===== config.mk =====
export PLATFORM = sky130hd
export DESIGN_NAME = hwag_spi_tx_data_frame
export DESIGN_NICKNAME = d
export VERILOG_FILES = /design/src/rtl/hwag_spi_tx_data_frame_pkg.sv /design/src/rtl/hwag_spi_tx_data_frame_crc8_byte.sv /design/src/rtl/hwag_spi_tx_data_frame.sv
export SDC_FILE = /design/constraint.sdc
export NUM_CORES = 1
export LEC_CHECK = 0
export BUFFER_PORTS_ARGS = -buffer_cell sky130_fd_sc_hd__buf_2
export CAP_MARGIN = 20
export CORE_ASPECT_RATIO = 1.4
export CORE_MARGIN = 5
export CORE_UTILIZATION = 45
export CTS_BUF_LIST = sky130_fd_sc_hd__clkbuf_4
export DETAILED_ROUTE_END_ITERATION = 16
export GPL_ROUTABILITY_DRIVEN = 0
export GPL_TIMING_DRIVEN = 0
export PLACE_DENSITY = 0.71
export SLEW_MARGIN = 20
export SYNTH_ARGS = -nofsm -noshare
export SYNTH_HDL_FRONTEND = slang
export SYNTH_SLANG_ARGS = --single-unit

===== constraint.sdc =====
create_clock -name clk -period 2.5 [get_ports clk]
set_input_delay 0.25 -clock clk [delete_from_list [all_inputs] [get_ports clk]]
set_output_delay 0.25 -clock clk [all_outputs]
set_load 0.005 [all_outputs]

===== src/rtl/hwag_spi_tx_data_frame_pkg.sv =====
// Shared types and constants for the SPI transmit response framer.
// The optional CRC byte is built only when HWAG_SPI_TX_CRC_EN is defined.
package hwag_spi_tx_data_frame_pkg;

  typedef enum logic [1:0] {
    IDLE = 2'd0,
    SEND = 2'd1,
    PAD  = 2'd2
  } state_t;

  localparam int         HWAG_SPI_FRAME_BYTES = 7;
  localparam logic [2:0] LAST_IDX             = 3'(HWAG_SPI_FRAME_BYTES - 1);
  localparam logic [7:0] CRC8_POLY            = 8'h07;

  localparam logic [3:0] STATUS_TAG          = 4'hA;
  localparam int         STATUS_OVERRUN_BIT  = 3;
  localparam int         STATUS_CRC_ERR_BIT  = 2;
  localparam int         STATUS_READ_OK_BIT  = 1;

  typedef struct packed {
    logic        overrun;
    logic        crc_err;
    logic        read_ok;
    logic [7:0]  addr;
    logic [31:0] data;
  } resp_t;

  function automatic logic [7:0] status_byte(input resp_t r);
    logic [7:0] s;
    s                     = {STATUS_TAG, 4'h0};
    s[STATUS_OVERRUN_BIT] = r.overrun;
    s[STATUS_CRC_ERR_BIT] = r.crc_err;
    s[STATUS_READ_OK_BIT] = r.read_ok;
    return s;
  endfunction

endpackage


===== src/rtl/hwag_spi_tx_data_frame_crc8_byte.sv =====
// One byte step of CRC8 (poly 0x07, MSB first, no reflection); purely combinational.
module hwag_spi_tx_crc8_byte
  import hwag_spi_tx_data_frame_pkg::*;
(
  input  logic [7:0] crc_in,
  input  logic [7:0] byte_in,
  output logic [7:0] crc_out
);

  logic [7:0] c;

  // NOTE: blocking assignments are correct here: each loop pass must see the previous pass's value.
  always_comb begin
    c = crc_in ^ byte_in;
    for (int i = 0; i < 8; i++) begin
      c = c[7] ? ({c[6:0], 1'b0} ^ CRC8_POLY) : {c[6:0], 1'b0};
    end
    crc_out = c;
  end

endmodule


===== src/rtl/hwag_spi_tx_data_frame.sv =====
// Builds a 7-byte SPI response at frame end and shifts it out during the next frame.
// Define HWAG_SPI_TX_CRC_EN to make byte 6 a CRC8 of bytes 0..5 (otherwise 8'h00).
module hwag_spi_tx_data_frame
  import hwag_spi_tx_data_frame_pkg::*;
#(
  parameter logic [7:0] READ_CMD  = 8'h02,
  parameter logic [7:0] IDLE_BYTE = 8'hFF
) (
  input  logic        clk,
  input  logic        rst,
  input  logic        spi_ss,
  input  logic        spi_tx,
  input  logic [7:0]  rx_cmd,
  input  logic [7:0]  rx_addr,
  input  logic        rx_crc_ok,
  input  logic        rx_frame_end,
  output logic [7:0]  rd_addr,
  input  logic [31:0] rd_data,
  output logic [7:0]  tx_byte,
  output logic        frame_busy,
  output logic        resp_valid
);

  state_t     state, state_nxt;
  logic [2:0] idx;
  logic       ss_q;
  logic       aborted;
  resp_t      resp_q;
  logic [7:0] payload [HWAG_SPI_FRAME_BYTES-1];
  logic [7:0] crc_byte;

  logic ss_fall, abort_now, tx_advance, tx_last, rx_read_ok;

  assign rd_addr    = rx_addr;
  assign ss_fall    = ss_q & ~spi_ss;
  assign abort_now  = (state == SEND) & spi_ss;
  assign tx_advance = (state == SEND) & ~spi_ss & spi_tx;
  assign tx_last    = tx_advance & (idx == LAST_IDX);
  assign rx_read_ok = rx_crc_ok & (rx_cmd == READ_CMD);

  // State register plus the datapath registers that move with it.
  always_ff @(posedge clk or posedge rst) begin
    if (rst) begin
      state <= IDLE;
      ss_q  <= 1'b1;
      idx   <= '0;
    end else begin
      state <= state_nxt;
      ss_q  <= spi_ss;
      if (state != SEND)
        idx <= '0;
      else if (tx_advance && idx != LAST_IDX)
        idx <= idx + 3'd1;
    end
  end

  // NOTE: the response buffer is small flops, not RAM, so it takes the async reset like any other state.
  always_ff @(posedge clk or posedge rst) begin
    if (rst) begin
      resp_q     <= '0;
      aborted    <= 1'b0;
      resp_valid <= 1'b0;
    end else begin
      if (rx_frame_end) begin
        // An abort seen in this very cycle still counts against the previous response.
        resp_q.overrun <= aborted | abort_now;
        resp_q.crc_err <= ~rx_crc_ok;
        resp_q.read_ok <= rx_read_ok;
        resp_q.addr    <= rx_addr;
        resp_q.data    <= rx_read_ok ? rd_data : 32'h0;
        aborted        <= 1'b0;
        resp_valid     <= 1'b1;
      end else begin
        if (abort_now) aborted    <= 1'b1;
        if (tx_last)   resp_valid <= 1'b0;
      end
    end
  end

  // NOTE: every comb output gets a default before any branch so no latch is inferred.
  always_comb begin
    state_nxt = state;
    unique case (state)
      IDLE:    if (ss_fall) state_nxt = SEND;
      SEND:    if (spi_ss) state_nxt = IDLE;
               else if (tx_last) state_nxt = PAD;
      PAD:     if (spi_ss) state_nxt = IDLE;
      default: state_nxt = IDLE;
    endcase
  end

  always_comb begin
    payload[0] = status_byte(resp_q);
    payload[1] = resp_q.addr;
    payload[2] = resp_q.data[31:24];
    payload[3] = resp_q.data[23:16];
    payload[4] = resp_q.data[15:8];
    payload[5] = resp_q.data[7:0];
  end

`ifdef HWAG_SPI_TX_CRC_EN
  logic [7:0] crc_chain [HWAG_SPI_FRAME_BYTES];

  assign crc_chain[0] = 8'h00;

  for (genvar g = 0; g < HWAG_SPI_FRAME_BYTES - 1; g++) begin : g_crc
    hwag_spi_tx_crc8_byte u_step (
      .crc_in  (crc_chain[g]),
      .byte_in (payload[g]),
      .crc_out (crc_chain[g+1])
    );
  end

  // The buffer is static between latches, so this equals the CRC taken at latch time.
  assign crc_byte = crc_chain[HWAG_SPI_FRAME_BYTES-1];
`else
  assign crc_byte = 8'h00;
`endif

  always_comb begin
    tx_byte    = IDLE_BYTE;
    frame_busy = 1'b0;
    if (state == SEND) begin
      frame_busy = 1'b1;
      case (idx)
        3'd0:    tx_byte = payload[0];
        3'd1:    tx_byte = payload[1];
        3'd2:    tx_byte = payload[2];
        3'd3:    tx_byte = payload[3];
        3'd4:    tx_byte = payload[4];
        3'd5:    tx_byte = payload[5];
        default: tx_byte = crc_byte;
      endcase
    end
  end

endmodule


; ---- Word level (Yosys, flattened, before mapping)
; Index checks and enable logic that the tools add are counted.
[op_classes]
muxes = 15
reduce_logical = 7
bitwise_logic = 9
eq_ne = 14
add_sub_neg = 1
[op_table]
columns = cell, n
row1 = case mux 8 bit (6 select lines), 1
row2 = 2-to-1 mux 32 bit, 1
row3 = "== test 3 bit, second input constant", 3
row4 = "== test 8 x 2 -> 1 bit, second input constant", 1
row5 = 2-to-1 mux 2 bit, 4
row6 = 2-to-1 mux 8 bit, 1
row7 = AND 1 bit, 6
row8 = "== test 3 x 2 -> 1 bit, second input constant", 2
row9 = 2-to-1 mux 3 bit, 2
row10 = "inequality test 3 bit, second input constant", 2
row11 = case mux 2 bit (3 select lines), 1
row12 = nonzero test 2 bit, 3
row13 = 2-to-1 mux 1 bit, 5
row14 = "inequality test 2 bit, second input constant", 2
row15 = "adder 3 x 1 -> 3 bit, second input constant", 1
row16 = "== test 3 x 1 -> 1 bit, second input constant", 1
row17 = logical NOT 3 bit, 1
row18 = AND reduction 3 bit, 1
row19 = "== test 2 x 1 -> 1 bit, second input constant", 1
row20 = "== test 2 bit, second input constant", 1
row21 = logical NOT 2 bit, 1
row22 = "inequality test 2 x 1 -> 1 bit, second input constant", 1
row23 = inverter 1 bit, 2
row24 = logical AND 1 bit, 1
row25 = bitwise OR 1 bit, 1
[totals]
word_cells = 56
reg_bits = 51
in_bits = 54

; ---- Logic depth before layout (Yosys ltp)
; Gate-level depths: netlist (run 1).
[logic_depth]
ltp_word = 7
mapped_depth = 7
mapped_depth_nobuf = 5

; ---- Worst setup path before layout (run 1)
; Ideal clock, no wire load.
[synth_path]
path_type = reg-to-output
from = reg idx[2]
to = out tx_byte[3]
stages_incl_launch_ff = 8
path_slack_ns = 0.462
required_ns = 2.250
arrival_time_ns = 1.788
path_cell_list = dfrtp_1 -> clkbuf_1 -> buf_2 -> inv_1 -> ha_1 -> clkbuf_1 -> a221o_1 -> a221o_1
[synth_between]
elab_chain_cells = 3
[synth_rtl]
columns = element, line
row1 = start: declaration, hwag_spi_tx_data_frame.sv:25  ; logic [2:0] idx;
row2 = start signal: assignment, hwag_spi_tx_data_frame.sv:53  ; idx <= idx + 3'd1;
row3 = == test 3 bit (tied with other cells), hwag_spi_tx_data_frame.sv:125  ; case (idx)
row4 = case mux 8 bit (6 select lines) (*), hwag_spi_tx_data_frame.sv:125
row5 = 2-to-1 mux 8 bit (*), hwag_spi_tx_data_frame.sv:123  ; if (state == SEND) begin
row6 = end: declaration, hwag_spi_tx_data_frame.sv:19  ; output logic [7:0] tx_byte,
; Every way passes the cells marked *; elsewhere a longest branch is shown, timed or not.

; ---- Worst setup path in the final report (run 1)
[layout_path]
from = reg idx[0]
to = out tx_byte[5]
; Same word-level chain as after synthesis.

==> reports/metrics.yaml, run 1 <==
cell_chain_critical_path: "inv_1 -> ha_1 -> clkbuf_1 -> a211o_1 -> a21oi_1 -> o21ai_0 -> buf_2"
sequential_cell_area_mm2: 0.001280
grt.total_usage: 0.1838
ctsRootBufferMaster: "clkbuf_4"
wl_per_cell_um: 17.98
hp-class: "in -> reg"
postPlaceCellArea_mm2: 0.002851
synth_cell_type_count: 37
pin_count_of_the_biggest_net_entering_global_routing: 27
combined_area_of_the_multi_input_logic_cells_um2: 973.4
fmax_ghz: 0.4226
ir_worst_vdd_mv: 0.3126
overflow_left_after_global_routing: 0
clk_pin_slew_ps: 140
synth-warning-count: 0
die_w_um: 71.64
timing.critical_path.arrival_ps: 2120
finalWirelength_um: 6040
die_area_mm2: 0.006899
fin_skew_ps: 4.988
grt_first_pass_wirelength_um: 9639
critical_path.top_delay_family: "buffers and inverters"
static_leakage_nw: 1.455
first_pass_iters: 5
synth_edf_count: 0
synth-seq-area-share: 0.5337
ctsHtreeMaxLevel: 2
drive_above_1_share: 0.5481
area.growth.synth_to_final_pct: 25.20
clock_path_buffers: 2
post_synth.cell_area_avg_um2: 12.66
timing.final.crit_share: 0.9464
finalMaxSlewViolations: 0
initial_utilization: 0.4640
clk_lat_worst_skew_ps: 370
synth_area_mm2: 0.002394
critical_path.startpoint_type: "register"
crit_type: "reg -> out"
placement.io_buffers: 71
period_minus_slack_ps: 2366
avgViaCountPerCell: 5.598
num-nets-final: 328
slew_headroom: 0.6189
synth_fp_nets: 248
timing_worst_slew_pin_value_ps: 570.8
postRouteAntennaNets: 0
floorplan.rows: 31
cts-buffers-inserted: 5
drt_first_iter_violations: 93
crit_buf_inv: 3
cts_tree: "yes"
grt_antenna_before_repair: 0
worstPathRequired_ps: 2250
syn_inst: 189
drc: 0
pwr_density_cell_mw_per_mm2: 540.4
cp_slowest_cell: "dfrtp_2"
clock_sinks: 51
synthArstFlopShare: 1.000
post-layout-total-power_mw: 1.619
preCtsSetupSlack_ps: -119.4
setup.worst_path.end_class: "output port"
yosys_most_used_dff: "dfrtp_1"
grt_setup_unrepaired: "false"
vias: 1881
core-area_mm2: 0.005159
finalSetupViolCount: 0
run_status: "finished clean"
dp_hpwl_um: 4499
die_height_um: 96.30
num_io_pins: 72
number_of_maximum_capacitance_constraint_violations: 0
post-route-worst-setup-slack_ps: 133.9
antenna_cells: 0
final_cell_area_mm2: 0.002997
grt_pass1_vias: 1924
slowest_delay_ps: 460
crit_fanout: 10
yosys_register_bits: 51
layout.filler_cells: 470
report.final.hold_viol_count: 0
r2r_setup_slack_ps: 830
path summary, 6_finish.rpt:
| kind | startpoint | end | depth (start not counted) |
|---|---|---|---|
| setup / recovery | idx[0] | tx_byte[5] | 7 |
| hold / removal | rx_crc_ok | payload[42] | 2 |
| setup reg to reg | idx[0] | idx[1] | 5 |
| hold reg to reg | resp_valid | resp_valid | 2 |
| max in group asynchronous | rst | ss_q | 4 |
| min in group asynchronous | rst | payload[35] | 3 |
flip-flops by register name, indices dropped and copies added (netlist names):
name        flops
payload        43
idx             3
state           2
aborted         1
resp_valid      1
ss_q            1
routing by layer:
| metal | track usage | wire, µm | up-vias |
|---|---|---|---|
| met4 | 0.08307 | 162 | 0 |
| met1 | 0.2201 | 2431 | 912 |
| met5 | 0 | 0 | - |
| met3 | 0.04807 | 424 | 18 |
| met2 | 0.3090 | 3022 | 83 |
| li1 | - | - | 868 |
timing repair:
| action | in CTS | in global routing |
|---|---|---|
| gates cloned | 0 | 0 |
| hold buffers | 2 | 0 |
| setup endpoints to repair | 8 | 6 |
| gates resized for setup | 2 | 4 |
| hold endpoints to repair | 26 | 0 |
| buffers inserted | 1 | 0 |
| pin swaps | 0 | 0 |
worst register-to-register path, delay by kind of cell (launching register included):
| family | cells | cell delay (ps) |
|---|---|---|
| buffers and inverters | 1 | 70 |
| AND/OR/NAND/NOR | 2 | 690 |
| AO/OA/AOI/OAI | 1 | 120 |
| flip-flops | 1 | 430 |
| adder cells (fa/ha/maj) | 1 | 300 |
power breakdown:
group,total [mW],switching (mW),internal [mW]
clock,0.577,0.254,0.323
sequential,0.859,0.0124,0.846
combinational,0.183,0.0904,0.0928
total,1.62,0.357,1.26
layout by cell type (no fill, tap or decap), drive strengths merged, types with 2 or more instances in the layout:
cell          n
buf          87
dfrtp        50
a22o         32
mux2         16
clkbuf       11
a21oi         9
a221oi        6
a221o         6
nor2          5
o21ai         5
inv           5
ha            5
nand2         4
nand2b        2
a22oi         2
o211ai        2
bufinv        2
dlygate4sd3   2
or4b          2
nor2b         2
kinds of logic (layout without fill, tap and decap cells):
group           Yosys count  count (layout)  share of synthesized area
mux                      16              16                    0.07527
compound gates           67              67                     0.2368
fa+ha+maj                 5               5                    0.02614
flops                    51              51                     0.5337
buf+inv                  27             108                    0.06586
simple gates             23              23                    0.06221
area by class of cell:
type,count,area share
repair buffers,75,0.1344
clock inverters,2,0.02004
well taps,66,0.02756
inverters,6,0.007516
flip-flops and latches,51,0.4271
multi-input cells,111,0.3248
clock buffers,6,0.01503
plain buffers,19,0.04342
per-stage QoR:
stage | hold slack (ps) | TNS, ps | std cells | utilization
6_report | 51.84 | 0 | 336 | 0.5809
3_3_place_gp | 409.6 | -206.6 | 326 | 0.5489
4_1_cts | 39.24 | 0 | 336 | 0.5777
2_1_floorplan | 254.5 | 0 | 189 | -
5_1_grt | 47.27 | 0 | 336 | 0.5809
3_5_place_dp | 338.0 | -375.3 | 327 | 0.5528
cells in the mapped netlist (all sizes together) (4+ instances only):
cell type | instances | share of area
a21oi | 9 | 0.019
buf | 14 | 0.045
nor2 | 5 | 0.0078
clkbuf | 7 | 0.011
inv | 5 | 0.0078
o21ai | 5 | 0.010
dfrtp | 50 | 0.52
mux2 | 16 | 0.075
a221o | 6 | 0.025
ha | 5 | 0.026
a22o | 32 | 0.13
nand2 | 4 | 0.0063
a221oi | 6 | 0.022
No activity file was read; power rests on OpenSTA's default activity.
==> run 2, diff against run 1 <==
--- a/config.mk
+++ b/config.mk
@@ -9,12 +9,12 @@
 export CAP_MARGIN = 20
 export CORE_ASPECT_RATIO = 1.4
 export CORE_MARGIN = 5
-export CORE_UTILIZATION = 45
+export CORE_UTILIZATION = 53
 export CTS_BUF_LIST = sky130_fd_sc_hd__clkbuf_4
 export DETAILED_ROUTE_END_ITERATION = 16
 export GPL_ROUTABILITY_DRIVEN = 0
 export GPL_TIMING_DRIVEN = 0
-export PLACE_DENSITY = 0.71
+export PLACE_DENSITY = 0.82
 export SLEW_MARGIN = 20
 export SYNTH_ARGS = -nofsm -noshare
 export SYNTH_HDL_FRONTEND = slang
==> reports/metrics.yaml, run 2 (synthesized netlist as in run 1, its figures left out) <==
layout.cells.most_common: "buf_2"
layout_common_cells: "buf_2 (73), dfrtp_1 (49), a22o_2 (27)"
run_status: "finished clean"
drive_above_1_share: 0.5407
area.growth.synth_to_final_pct: 22.69
grt.total_usage: 0.2026
vias: 1839
dp_hpwl_um: 4306
largest_register_ffs: 43
r2r_setup_slack_ps: 810
ctsRootBufferMaster: "clkbuf_4"
core-area_mm2: 0.004463
critical_path.startpoint_type: "register"
place.detailed.instances: 323
fmax_ghz: 0.4149
avgViaCountPerCell: 5.539
period_minus_slack_ps: 2410
first_pass_iters: 4
drc: 0
crit-reg2reg-launch: "idx[0]"
crit_type: "reg -> out"
ctsHtreeMaxLevel: 2
hold_path_end: "payload[42]"
fin_skew_ps: 18.71
placement.io_buffers: 71
pwr_density_cell_mw_per_mm2: 487.3
grt_setup_unrepaired: "false"
overflow_left_after_global_routing: 0
num_io_pins: 72
num-nets-final: 328
report.final.hold_viol_count: 0
slowest_delay_ps: 410
cts_tree: "yes"
drt_first_iter_violations: 78
wl_per_cell_um: 17.11
clk_lat_worst_skew_ps: 380
clock_path_buffers: 2
antenna_cells: 0
ir_worst_vdd_mv: 0.3144
worstPathRequired_ps: 2250
hp-class: "in -> reg"
crit_path_frequent_cell: "a221o_1"
die_area_mm2: 0.005979
floorplan.rows: 29
layout.filler_cells: 373
pin_count_of_the_biggest_net_entering_global_routing: 36
final_core_util: 0.6580
post_route_setup_tns_ps: 0
number_of_maximum_capacitance_constraint_violations: 0
slew_headroom: 0.6460
postRouteAntennaNets: 0
finalMaxSlewViolations: 0
cell_chain_critical_path: "buf_4 -> inv_1 -> ha_2 -> a221o_1 -> a221o_1 -> buf_2"
cp_slowest_cell: "dfrtp_2"
finalSetupViolCount: 0
initial_utilization: 0.5363
hold_start: "rx_crc_ok"
timing.final.crit_share: 0.9642
worst_r2r_endpoint: "idx[1]"
layout.cells.non_filler: 332
critical_path.top_delay_family: "compound AO/OA/AOI/OAI gates"
postPlaceCellArea_mm2: 0.002846
final_cell_area_mm2: 0.002937
die_w_um: 66.80
finalWirelength_um: 5682
whs_path_depth: 2
grt_pass1_vias: 1853
clock_sinks: 51
grt_first_pass_wirelength_um: 8956
timing.critical_path.arrival_ps: 2160
r2r_cells: 5
static_leakage_nw: 1.435
crit_buf_inv: 3
grt_antenna_before_repair: 0
die_height_um: 89.52
crit_fanout: 10
timing_worst_slew_pin_value_ps: 531.0
cts-buffers-inserted: 5
setup.worst_path.end_class: "output port"
clk_pin_slew_ps: 170
## run 2: changes by cell type in the layout (fill, tap and decap cells not counted)
| cell | delta |
|---|---|
| inv_6 | +2 |
| ha_2 | +1 |
| nor2b_2 | -1 |
| dfrtp_1 | +1 |
| ha_4 | -1 |
| clkinv_4 | +1 |
| dfrtp_2 | -1 |
| clkbuf_4 | -1 |
| bufinv_16 | -2 |
| nor2b_1 | +1 |
## run 2: metrics by stage
step | power (mW) | hold WS [ps] | worst slack [ps]
6_report | 1.431 | 27.05 | 89.59
3_3_place_gp | 1.048 | 412.1 | -42.08
3_5_place_dp | 1.056 | 240.2 | -46.19
2_1_floorplan | 0.9626 | 254.5 | 462.1
5_1_grt | 1.501 | 4.273 | 9.367
4_1_cts | 1.447 | 11.89 | 26.35
## run 2: where the power goes
group | total, mW | internal (mW) | leakage, nW | switching (mW)
combinational | 0.181 | 0.0927 | 0.722 | 0.0883
sequential | 0.859 | 0.846 | 0.677 | 0.0125
clock | 0.391 | 0.119 | 0.0362 | 0.272
total | 1.43 | 1.06 | 1.44 | 0.373
## run 2: repair_timing
action / CTS / global route
setup buffers: 1 / 0
resized for setup: 2 / 1
endpoints found under the hold margin: 17 / 0
hold buffers: 2 / 0
setup endpoints to repair: 8 / 5
cloned: 0 / 0
## run 2: cell type report
cell class	count	area (µm²)	share of cell area
clock buffers	5	37.54	0.01278
clock inverters	3	26.28	0.008948
plain buffers	19	130.1	0.04431
well taps	62	77.57	0.02642
flip-flops and latches	51	1279	0.4355
repair buffers	75	402.9	0.1372
inverters	6	22.52	0.007669
multi-input cells	111	960.9	0.3272
## run 2: worst max-delay path by stage
stage / from / endpoint / slack [ps] / cells after the start
finish: idx[2] / tx_byte[2] / 90 / 6
global placement: idx[2] / tx_byte[2] / -40 / 8
global route: idx[2] / tx_byte[2] / 9 / 6
detailed placement: idx[2] / tx_byte[2] / -50 / 8
floorplan: idx[2] / tx_byte[3] / 460 / 7
CTS: idx[2] / tx_byte[2] / 30 / 6
## run 2: layer usage
layer | vias up | GRT usage | part of all wire
met5 | - | 0 | 0
met4 | 0 | 0.06470 | 0.014
met3 | 6 | 0.04025 | 0.061
met2 | 58 | 0.3384 | 0.52
met1 | 905 | 0.2648 | 0.40
li1 | 870 | - | -
